**src/rtl/tim_pkg.sv**
```systemverilog
// Shared definitions for the TIM timer peripheral.
//   - Register byte offsets inside the TIM window.
//   - Bit positions of the CTRL and STATUS fields.
//   - ctrl_t, the packed view of the CTRL register.
//   - ctrl_to_word(), which zero-extends CTRL to a bus word.
package tim_pkg;

  localparam logic [7:0] TIM_CTRL   = 8'h00;
  localparam logic [7:0] TIM_STATUS = 8'h04;
  localparam logic [7:0] TIM_PSC    = 8'h08;
  localparam logic [7:0] TIM_CNT    = 8'h0C;
  localparam logic [7:0] TIM_ARR    = 8'h10;
  localparam logic [7:0] TIM_CMP    = 8'h14;
  localparam logic [7:0] TIM_PCNT   = 8'h18;

  localparam int CTRL_EN_BIT      = 0;
  localparam int CTRL_ARE_BIT     = 1;
  localparam int CTRL_IE_BIT      = 2;
  localparam int STATUS_MATCH_BIT = 0;
  localparam int STATUS_OVF_BIT   = 1;

  // Member order puts EN at bit 0, ARE at bit 1 and IE at bit 2.
  typedef struct packed {
    logic ie;
    logic are;
    logic en;
  } ctrl_t;

  function automatic logic [31:0] ctrl_to_word(input ctrl_t c);
    return {29'd0, c};
  endfunction

endpackage

```
**src/rtl/timer_peripheral_if.sv**
```systemverilog
// CPU data-bus slice seen by the TIM peripheral.
// Handshake: a transfer happens on a rising edge when cs is high. On that edge,
// write applies wdata and read captures the addressed register into rdata.
// rdata is valid from the next cycle and holds until the next read. There are
// no wait states and no ready signal. irq is a level output.
//   master : drives cs, read, write, addr and wdata; observes rdata and irq.
//   slave  : the peripheral side.
interface timer_peripheral_if;
  logic        cs;
  logic        read;
  logic        write;
  logic [31:0] addr;
  logic [31:0] wdata;
  logic [31:0] rdata;
  logic        irq;

  modport master (output cs, read, write, addr, wdata, input rdata, irq);
  modport slave  (input cs, read, write, addr, wdata, output rdata, irq);
endinterface

```
**src/rtl/tim_prescaler.sv**
```systemverilog
// Prescaler for the TIM peripheral.
//   clk, reset : system clock and synchronous active-high reset.
//   en         : counting enable (CTRL.EN).
//   clr        : forces pcnt to 0. Used when software writes CNT or PSC.
//   psc        : terminal count. tick fires while pcnt == psc.
//   pcnt       : current prescaler count.
//   tick       : one-cycle pulse. The counter advances on the edge that ends it.
module tim_prescaler (
  input  logic        clk,
  input  logic        reset,
  input  logic        en,
  input  logic        clr,
  input  logic [15:0] psc,
  output logic [15:0] pcnt,
  output logic        tick
);

  logic [15:0] pcnt_q, pcnt_d;

  assign pcnt = pcnt_q;
  assign tick = en && (pcnt_q == psc);

  always_comb begin
    pcnt_d = pcnt_q;
    if (clr) begin
      pcnt_d = 16'd0;
    end else if (en) begin
      pcnt_d = tick ? 16'd0 : pcnt_q + 16'd1;
    end
  end

  always_ff @(posedge clk) begin
    if (reset) pcnt_q <= 16'd0;
    else       pcnt_q <= pcnt_d;
  end

endmodule

```
**src/rtl/timer_peripheral.sv**
```systemverilog
// Memory-mapped timer/counter. It responds to the TIM window of the data bus.
//   clk, reset : system clock and synchronous active-high reset.
//   bus        : slave side of timer_peripheral_if.
//                Inputs are cs, read, write, addr and wdata.
//                Outputs are rdata (registered, 1-cycle read latency) and irq.
// Contains the register file, the auto-reload up-counter and the
// compare/overflow flags. Prescaling is handled by tim_prescaler.
module timer_peripheral
  import tim_pkg::*;
#(
  parameter logic [31:0] BASE_ADDR = 32'hC000_0080,
  parameter int          NUM_WORDS = 10
) (
  input  logic                 clk,
  input  logic                 reset,
  timer_peripheral_if.slave    bus
);

  localparam logic [31:0] WIN_BYTES = 32'(NUM_WORDS * 4);

  ctrl_t       ctrl_q, ctrl_d;
  logic        match_q, match_d;
  logic        ovf_q, ovf_d;
  logic [15:0] psc_q, psc_d;
  logic [31:0] cnt_q, cnt_d;
  logic [31:0] arr_q, arr_d;
  logic [31:0] cmp_q, cmp_d;
  logic [31:0] rdata_q, rdata_d;

  logic [31:0] offset;
  logic [7:0]  reg_off;
  logic        wr_en, rd_en;
  logic        wr_ctrl, wr_status, wr_psc, wr_cnt, wr_arr, wr_cmp;
  logic        pre_clr, tick, tick_eff;
  logic        hw_match, hw_ovf;
  logic [15:0] pcnt;
  logic [31:0] rd_mux;

  // Offsets outside the window, including addresses below the base, are
  // mapped to 0xFF. 0xFF matches no register, so they read 0 and ignore writes.
  always_comb begin
    offset  = bus.addr - BASE_ADDR;
    reg_off = (offset < WIN_BYTES) ? {offset[7:2], 2'b00} : 8'hFF;
    wr_en   = bus.cs & bus.write;
    rd_en   = bus.cs & bus.read;

    wr_ctrl   = wr_en && (reg_off == TIM_CTRL);
    wr_status = wr_en && (reg_off == TIM_STATUS);
    wr_psc    = wr_en && (reg_off == TIM_PSC);
    wr_cnt    = wr_en && (reg_off == TIM_CNT);
    wr_arr    = wr_en && (reg_off == TIM_ARR);
    wr_cmp    = wr_en && (reg_off == TIM_CMP);
  end

  // A software write to CNT or PSC restarts the prescale period.
  // It also cancels any tick that would land on the same edge.
  assign pre_clr  = wr_cnt | wr_psc;
  assign tick_eff = tick & ~pre_clr;

  tim_prescaler u_prescaler (
    .clk   (clk),
    .reset (reset),
    .en    (ctrl_q.en),
    .clr   (pre_clr),
    .psc   (psc_q),
    .pcnt  (pcnt),
    .tick  (tick)
  );

  // Read mux. It uses pre-write values, so a read+write returns the old value.
  always_comb begin
    rd_mux = 32'd0;
    case (reg_off)
      TIM_CTRL:   rd_mux = ctrl_to_word(ctrl_q);
      TIM_STATUS: rd_mux = {30'd0, ovf_q, match_q};
      TIM_PSC:    rd_mux = {16'd0, psc_q};
      TIM_CNT:    rd_mux = cnt_q;
      TIM_ARR:    rd_mux = arr_q;
      TIM_CMP:    rd_mux = cmp_q;
      TIM_PCNT:   rd_mux = {16'd0, pcnt};
      default:    rd_mux = 32'd0;
    endcase
  end

  always_comb begin
    ctrl_d   = ctrl_q;
    psc_d    = psc_q;
    cnt_d    = cnt_q;
    arr_d    = arr_q;
    cmp_d    = cmp_q;
    rdata_d  = rdata_q;
    hw_match = 1'b0;
    hw_ovf   = 1'b0;

    // The counter wraps at ARR. It also wraps at all-ones, so a CNT written
    // above ARR runs to the top and wraps there.
    if (tick_eff) begin
      hw_match = (cnt_q == cmp_q);
      if ((cnt_q == arr_q) || (cnt_q == 32'hFFFF_FFFF)) begin
        cnt_d  = 32'd0;
        hw_ovf = 1'b1;
        if (!ctrl_q.are) ctrl_d.en = 1'b0;
      end else begin
        cnt_d = cnt_q + 32'd1;
      end
    end

    // Software writes are applied after the counter update, so they take
    // priority over the one-shot EN clear and over a tick to CNT.
    if (wr_ctrl) ctrl_d = ctrl_t'(bus.wdata[2:0]);
    if (wr_psc)  psc_d  = bus.wdata[15:0];
    if (wr_cnt)  cnt_d  = bus.wdata;
    if (wr_arr)  arr_d  = bus.wdata;
    if (wr_cmp)  cmp_d  = bus.wdata;

    // W1C flags. A hardware set on the same edge keeps the flag set.
    match_d = (match_q & ~(wr_status & bus.wdata[STATUS_MATCH_BIT])) | hw_match;
    ovf_d   = (ovf_q   & ~(wr_status & bus.wdata[STATUS_OVF_BIT]))   | hw_ovf;

    if (rd_en) rdata_d = rd_mux;
  end

  always_ff @(posedge clk) begin
    if (reset) begin
      ctrl_q  <= '0;
      match_q <= 1'b0;
      ovf_q   <= 1'b0;
      psc_q   <= 16'd0;
      cnt_q   <= 32'd0;
      arr_q   <= 32'hFFFF_FFFF;
      cmp_q   <= 32'd0;
      rdata_q <= 32'd0;
    end else begin
      ctrl_q  <= ctrl_d;
      match_q <= match_d;
      ovf_q   <= ovf_d;
      psc_q   <= psc_d;
      cnt_q   <= cnt_d;
      arr_q   <= arr_d;
      cmp_q   <= cmp_d;
      rdata_q <= rdata_d;
    end
  end

  // irq is computed from registered flags only.
  assign bus.rdata = rdata_q;
  assign bus.irq   = ctrl_q.ie & (match_q | ovf_q);

endmodule
```
**src/flat_wrapper.sv**
```systemverilog
// flat-port wrapper written by rule: the top's interface ports become plain ports
module timer_peripheral_flat import tim_pkg::*;
#(
  parameter logic [31:0] BASE_ADDR = 32'hC000_0080,
  parameter int          NUM_WORDS = 10
)
  (clk, reset, bus_cs, bus_read, bus_write, bus_addr, bus_wdata, bus_rdata, bus_irq);
  timer_peripheral_if bus_i ();
  input  logic clk;
  input  logic reset;
  input wire logic [$bits(bus_i.cs)-1:0] bus_cs;
  input wire logic [$bits(bus_i.read)-1:0] bus_read;
  input wire logic [$bits(bus_i.write)-1:0] bus_write;
  input wire logic [$bits(bus_i.addr)-1:0] bus_addr;
  input wire logic [$bits(bus_i.wdata)-1:0] bus_wdata;
  output wire logic [$bits(bus_i.rdata)-1:0] bus_rdata;
  output wire logic [$bits(bus_i.irq)-1:0] bus_irq;
  assign bus_i.cs = bus_cs;
  assign bus_i.read = bus_read;
  assign bus_i.write = bus_write;
  assign bus_i.addr = bus_addr;
  assign bus_i.wdata = bus_wdata;
  assign bus_rdata = bus_i.rdata;
  assign bus_irq = bus_i.irq;
  timer_peripheral #(.BASE_ADDR(BASE_ADDR), .NUM_WORDS(NUM_WORDS)) u_core (.clk(clk), .reset(reset), .bus(bus_i));
endmodule
```
**config.mk**
```make
export PLATFORM = sky130hd
export DESIGN_NAME = timer_peripheral_flat
export DESIGN_NICKNAME = d
export VERILOG_FILES = /design/src/rtl/tim_pkg.sv /design/src/rtl/timer_peripheral_if.sv /design/src/rtl/tim_prescaler.sv /design/src/rtl/timer_peripheral.sv /design/src/flat_wrapper.sv
export SDC_FILE = /design/constraint.sdc
export NUM_CORES = 1
export LEC_CHECK = 0
export BUFFER_PORTS_ARGS = -buffer_cell sky130_fd_sc_hd__buf_2
export CORE_MARGIN = 1
export CORE_UTILIZATION = 60
export DETAILED_ROUTE_END_ITERATION = 7
export HOLD_SLACK_MARGIN = 0.02
export MAX_ROUTING_LAYER = met4
export PLACE_DENSITY = 0.85
export SYNTH_ARGS = -nofsm -noshare
export SYNTH_HDL_FRONTEND = slang
export SYNTH_HIERARCHICAL = 1
export SYNTH_SLANG_ARGS = --single-unit
export TNS_END_PERCENT = 20
```
**constraint.sdc**
```tcl
create_clock -name clk -period 4 [get_ports clk]
set_input_delay 0.8 -clock clk [delete_from_list [all_inputs] [get_ports clk]]
set_output_delay 0.8 -clock clk [all_outputs]
set_load 0.05 [all_outputs]
```
---- Word-level counts from Yosys, hierarchy flattened ----
Index checks and enable logic that the tools add are counted.
operators by class
  add/sub/neg operators ................... 3
  magnitude comparators ................... 1
  equal/unequal tests ..................... 11
  mux-type cells .......................... 13
  bitwise operators ....................... 15
  reduce and logical (&&, ||, !) cells .... 14
operators by type and width
  kind                      number
  $pmux W32 S7              1
  $mux W32                  3
  $eq A32 B32 Y1            2
  $add A32 B1 Y32 const B   1
  $eq A32 B32 Y1 const B    1
  $lt A32 B6 Y1 const B     1
  $sub A32 B32 Y32 const B  1
  $eq A8 B5 Y1 const B      3
  $add A16 B1 Y16 const B   1
  $eq A16 B16 Y1            1
  $eq A8 B4 Y1 const B      2
  $mux W16                  1
  $and A1 B1 Y1             8
  $eq A8 B3 Y1 const B      1
  $logic_not A8 Y1          1
  $mux W8                   1
  $logic_and A1 B1 Y1       7
  $mux W1                   7
  $reduce_bool A2 Y1        3
  $or A1 B1 Y1              4
  $not A1 Y1                3
  $reduce_and A3 Y1         1
  $ne A2 B2 Y1 const B      1
  $reduce_or A2 Y1          1
  $logic_or A1 B1 Y1        1
word-level totals
  flip-flop bits (word level) ............. 165

---- Depth between registers and ports, before layout ----
  depth in word-level cells ............... 10
  mapped depth ............................ 14

---- Modules after synthesis ----
Netlist, hierarchy kept.
modules (own cells, without submodules)
  module            instances  cells each  area an instance (sq um)  sequential area each (sq um)
  timer_peripheral  1          1101        8792.2                    2982.9
  tim_prescaler     1          113         1028.5                    320.3

---- Worst setup path before layout ----
OpenSTA, ideal clock, no wires.
  kind .................................... input-to-reg
  start point ............................. input bus_addr[7]
  end point ............................... register u_core.psc_q[10]
  data arrival time ....................... 3.342 ns
  data required time ...................... 3.868 ns
  slack ................................... 0.526 ns
  cell stages on the path ................. 13
  cell sequence ........................... inv_1 ha_1 or4b_1 a221oi_1 nor4b_1 and4_1 buf_2 nand4_1 or3_1 buf_2 buf_2 nand2_1 a21oi_1
on the way
  cells in the longest elaborated chain, start to end .. 5
ends and longest elaborated chain
  what                     RTL line                 source
  from (decl)              flat_wrapper.sv:14       input wire logic [$bits(bus_i.addr)-1:0] bus_addr;
  $sub A32 B32 Y32 (*)     timer_peripheral.sv:42   offset = bus.addr - BASE_ADDR;
  $lt A32 B6 Y1            timer_peripheral.sv:43   reg_off = (offset < WIN_BYTES) ? {offset[7:2], 2'b00} : 8'hFF;
  $mux W8 (*)              timer_peripheral.sv:43
  $eq A8 B4 Y1 (*)         timer_peripheral.sv:49   wr_psc = wr_en && (reg_off == TIM_PSC);
  $logic_and A1 B1 Y1 (*)  timer_peripheral.sv:49
  to (signal assigned)     timer_peripheral.sv:137  psc_q <= psc_d;
  to (decl)                timer_peripheral.sv:24   logic [15:0] psc_q, psc_d;
Mark *: on every way between the ends. The rest lies on a longest branch, timed or not.
A chain may end at the register's enable or synchronous reset.

---- Worst setup path after layout ----
  start point ............................. register u_core.cnt_q[0]
  end point ............................... register u_core.cnt_q[7]
on the way
  cells in the longest elaborated chain, start to end .. 5
ends and longest elaborated chain
  what                                                                     RTL line                 source
  from (decl)                                                              timer_peripheral.sv:25   logic [31:0] cnt_q, cnt_d;
  from (signal assigned)                                                   timer_peripheral.sv:138  cnt_q <= cnt_d;
  parallel branches: the longest is 2 deep, another holds $add A32 B1 Y32  n/a
  $mux W32 (*)                                                             timer_peripheral.sv:99   if ((cnt_q == arr_q) || (cnt_q == 32'hFFFF_FFFF)) begin
  $mux W32 (*)                                                             timer_peripheral.sv:97   if (tick_eff) begin
  $mux W32 (*)                                                             timer_peripheral.sv:112  if (wr_cnt) cnt_d = bus.wdata;
Every way passes the cells marked *. The select of a mux whose other input is x is not followed.

==> tab_implementation.tex <==
\begin{tabular}{lr}
\hline
Metric & Value \\
\hline
\multicolumn{2}{l}{\textbf{STA}} \\
Ratio of final minimum period to clock period & 89.4\% \\
Layout Skew & a little over 0.008 ns \\
Setup violators final & 0 \\
Highest attainable clock frequency & 280 MHz \\
Number of hold violations in the final report & 0 \\
Final total negative setup slack & 0 ns \\
RSZ-0062 raised after global routing & no \\
Final period demand of the worst path & roughly 3.6 ns \\
Worst-Margin Slew & about 0.84 ns \\
Slew Viols, Final & 0 \\
Worst slew margin relative to its limit & 44.0\% \\
\multicolumn{2}{l}{\textbf{Synth}} \\
Flip-flop cell with the highest count after synthesis & sky130\_fd\_sc\_hd\_\_dfxtp\_1 \\
Synth cell types & 73 \\
Count of flip-flops with a built-in enable after synthesis & 0 \\
Post-synth top area cell & sky130\_fd\_sc\_hd\_\_dfxtp\_1 \\
Most common cell in the synthesized netlist & sky130\_fd\_sc\_hd\_\_nand2\_1 \\
Synth async-reset ratio & 0\% \\
Post-Synthesis Cells & around 1,200 \\
Area share of the largest cell type after synthesis & between 30\% and 40\% \\
Post-synthesis sequential area ratio & 33.6\% \\
Area of the mapped netlist & 9820 µm² \\
Most frequent cells after synthesis & sky130\_fd\_sc\_hd\_\_nand2\_1 (176), sky130\_fd\_sc\_hd\_\_dfxtp\_1 (165), sky130\_fd\_sc\_hd\_\_a21oi\_1 (75) \\
Post-Synthesis Mean Instance Area & 8.09 µm² \\
Register bit count reported by yosys & $\sim$170 \\
Main area contributors after synthesis & sky130\_fd\_sc\_hd\_\_dfxtp\_1 (34\%), sky130\_fd\_sc\_hd\_\_nand2\_1 (6.7\%), sky130\_fd\_sc\_hd\_\_xor2\_1 (5.7\%) \\
Post-synthesis net count & between 1,000 and 1,500 \\
Count of synthesis-stage warnings from yosys & 6 \\
\multicolumn{2}{l}{\textbf{Final layout}} \\
Post-layout net count & $\sim$1,300 \\
Number of non-filler instances in the completed layout & 1,500 \\
Diodes inserted & 0 \\
Proportion of layout cells with a drive suffix above 1 & 16.4\% \\
Relative area change from synthesis to final layout & 12.6\% \\
\multicolumn{2}{l}{\textbf{Critical path}} \\
Setup slack of the worst register-to-register path & 0.43 ns \\
Critical path startpoint & u\_core/cnt\_q[0] \\
Required time at the endpoint of the critical path & roughly 4.3 ns \\
Kind of start point of the critical path & register \\
Highest-delay cell along the critical path & sky130\_fd\_sc\_hd\_\_or3\_1 \\
Capturing element of the worst setup path & u\_core/cnt\_q[7] \\
Most common cell on crit path & sky130\_fd\_sc\_hd\_\_or3\_1 \\
Maximum fanout along the worst path & 13 \\
Crit path capture type & register \\
Peak per-stage delay on the critical path & 0.52 ns \\
Reg2reg path depth & 10 \\
Chain of cells forming the critical path & ha\_1, nand3\_1, or3\_1, or3\_1, nor2\_1, a31o\_2, buf\_4, o211ai\_1, a221oi\_1, nor3\_1 \\
WP data arrival & 3.89 ns \\
Critical R2R Launch & u\_core/cnt\_q[0] \\
Worst reg2reg endpoint & u\_core/cnt\_q[7] \\
CP Class & reg -> reg \\
\multicolumn{2}{l}{\textbf{Pwr}} \\
Standby leakage power & 4.07 nW \\
IR drop worst, VDD & $\sim$0.00031 V \\
Cell internal pwr & 2.68 mW \\
Combinational group share of total power & $\sim$5.7\% \\
Cell area power density & 317 nW/µm² \\
Net switching share of the total power & 23.6\% \\
Sequential group share of total power & 46.9\% \\
Switching power & 0.826 mW \\
Clock share of power & a little under half \\
\multicolumn{2}{l}{\textbf{GRT}} \\
Vias in the first global route & 8,829 \\
Pin count of the biggest net entering global routing & 62 \\
Leftover overflow at the end of global routing & 0 \\
Number of antenna violations at the first check in global routing & 0 \\
Total GRT Usage & 37.5\% \\
Global-route wire length before repair & 47.1 mm \\
\multicolumn{2}{l}{\textbf{Clock tree}} \\
Clock network latency to the later pin of the worst-skew pair & 0.44 ns \\
Number of gates resized after CTS & 0 \\
Clock root cell & sky130\_fd\_sc\_hd\_\_clkbuf\_16 \\
Num CTS Buffers & 17 \\
Buffer count from post-CTS setup fixing & 0 \\
Clock Sink Count & around 170 \\
Clock buffer depth & 2 \\
H-tree depth & 4 \\
CTS tree & built \\
Number of hold buffers added after cts & 0 \\
Clk pin slew, worst setup/hold paths & 0.07 ns \\
\multicolumn{2}{l}{\textbf{Floorplanning}} \\
Die Width & 130 µm \\
Core footprint & 15,900 µm² \\
DIE AREA & 16,900 µm² \\
Vertical die dimension & 130 µm \\
Initial standard-cell utilization of the core & 61.6\% \\
IO Pins & slightly above 100 \\
Num rows & 46 \\
\multicolumn{2}{l}{\textbf{Worst hold path}} \\
Worst Hold Class & reg -> reg \\
\multicolumn{2}{l}{\textbf{Drt}} \\
Final wirelength & between 30 and 40 mm \\
Number of vias after detailed routing & 9,662 \\
Post-route antenna net violation count & 0 \\
Post-DR wirelength/cell & between 20 and 25 µm \\
First-iteration detailed-routing DRC count & 1,092 \\
Via-to-Cell Ratio & 6.44 \\
Initial DRT Pass Iterations & 6 \\
Drt drc & 0 \\
\multicolumn{2}{l}{\textbf{Placed design}} \\
I/O Buffers & 99 \\
Placed cell count & 1,469 \\
Post-DP HPWL & 21.4 mm \\
RD Place Congestion & 0.992 \\
\multicolumn{2}{l}{\textbf{Run status}} \\
Run status & finished, final reports clean \\
\multicolumn{2}{l}{\textbf{Flow run}} \\
Max Cap Violations & 0 \\
\hline
\end{tabular}
==> stage by stage <==
stage	setup slack (ns)	util, %	area (µm²)	power, mW	hold WS, ns
after global routing	0.215	69.3	11100	3.59	0.484
after CTS	0.521	69.3	11100	3.50	0.469
after floorplan	0.526	-	9820	1.79	0.456
final	0.425	69.3	11100	3.51	0.466
after detailed placement	0.0760	65.6	10500	1.88	0.454
after global placement	0.172	65.6	10500	1.88	0.449
==> how the worst min path moves through the flow <==
stage                                    start  slack, ns              endpoint  cells after the start
after detailed placement  u_core/bus.rdata[10]       0.45  u_core/bus.rdata[10]                      2
after CTS                 u_core/bus.rdata[10]       0.47  u_core/bus.rdata[10]                      2
after global routing      u_core/bus.rdata[10]       0.48  u_core/bus.rdata[10]                      2
after floorplan                u_core/psc_q[0]       0.46       u_core/psc_q[0]                      2
final                     u_core/bus.rdata[10]       0.47  u_core/bus.rdata[10]                      2
after global placement     u_core/bus.rdata[4]       0.45   u_core/bus.rdata[4]                      2
==> logic make-up (layout without fill, tap and decap cells) <==
kind of cell             after synthesis  after routing  share of synthesized area (%)
AND/OR/NAND/NOR                      495            495                           26.5
buffers and inverters                129            199                           6.14
XOR/XNOR                             109            109                           9.72
AO/OA/AOI/OAI                        258            258                           18.0
multiplexers                          55             55                           5.62
flip-flops                           165            165                           33.6
adder cells (fa/ha/maj)                3              3                          0.382
==> final cells by class <==
cell class                      count  area [µm²]
Multi-Input combinational cell    920        5930
Fill cell                        1279        4890
Sequential cell                   165        3300
Timing Repair Buffer              143         866
Clock buffer                       20         467
Tap cell                          216         270
Clock inverter                     11         126
Inverter                           25        93.8
==> registers in the layout, indices dropped and copies added, names as in the netlist <==
| name | cells |
|---|---|
| u_core/arr_q | 32 |
| u_core/bus.rdata | 32 |
| u_core/cmp_q | 32 |
| u_core/cnt_q | 32 |
| u_core/psc_q | 16 |
| u_core/u_prescaler/pcnt | 16 |
| u_core/ctrl_q | 3 |
| u_core/match_q | 1 |
| u_core/ovf_q | 1 |
==> critical path, delay by kind of cell, from the launching register on <==
kind            cells  cell delay (ns)
compound gates      3             0.90
fa+ha+maj           1             0.28
buf+inv             1             0.23
flops               1             0.51
simple gates        5             1.52
==> per-layer routing <==
layer / up-vias / global-route usage [%] / wire length (µm)
met5: - / - / 0
met4: 0 / 16.9 / 1270
met3: 119 / 7.34 / 2970
met2: 589 / 58.4 / 13700
met1: 4536 / 47.1 / 12200
li1: 4418 / - / -
==> power groups by stage <==
stage / registers, mW / logic [mW] / clock network [mW]
global route: 1.65 / 0.216 / 1.73
global placement: 1.68 / 0.194 / 0
finish: 1.65 / 0.201 / 1.66
detailed placement: 1.68 / 0.196 / 0
CTS: 1.65 / 0.197 / 1.66
floorplan: 1.68 / 0.109 / 0
==> layout by cell type, fill, tap and decap left out, types with 5 or more instances in the layout <==
cell and count:
sky130_fd_sc_hd__a21oi_1 74, sky130_fd_sc_hd__buf_4 42, sky130_fd_sc_hd__o21ai_0 18, sky130_fd_sc_hd__or2_2 6
sky130_fd_sc_hd__a221oi_1 7, sky130_fd_sc_hd__nand3_1 33, sky130_fd_sc_hd__and2_1 7, sky130_fd_sc_hd__nand3b_1 6
sky130_fd_sc_hd__o31ai_1 21, sky130_fd_sc_hd__nor3_2 12, sky130_fd_sc_hd__nor2_1 67, sky130_fd_sc_hd__and4_1 5
sky130_fd_sc_hd__nor4_1 25, sky130_fd_sc_hd__buf_2 98, sky130_fd_sc_hd__clkbuf_16 17, sky130_fd_sc_hd__o211ai_1 24
sky130_fd_sc_hd__dfxtp_1 165, sky130_fd_sc_hd__and3_1 11, sky130_fd_sc_hd__inv_1 24, sky130_fd_sc_hd__a211oi_1 13
sky130_fd_sc_hd__xor2_1 64, sky130_fd_sc_hd__a211o_1 32, sky130_fd_sc_hd__a21o_1 19, sky130_fd_sc_hd__o22ai_1 17
sky130_fd_sc_hd__or3_1 6, sky130_fd_sc_hd__mux2i_1 54, sky130_fd_sc_hd__xnor2_1 45, sky130_fd_sc_hd__nor3_1 26
sky130_fd_sc_hd__nor2b_1 37, sky130_fd_sc_hd__or4_1 7, sky130_fd_sc_hd__a31oi_1 5, sky130_fd_sc_hd__nand2b_1 16
sky130_fd_sc_hd__nand4_1 29, sky130_fd_sc_hd__nand2_1 176
(Power assumes the default switching activity.)
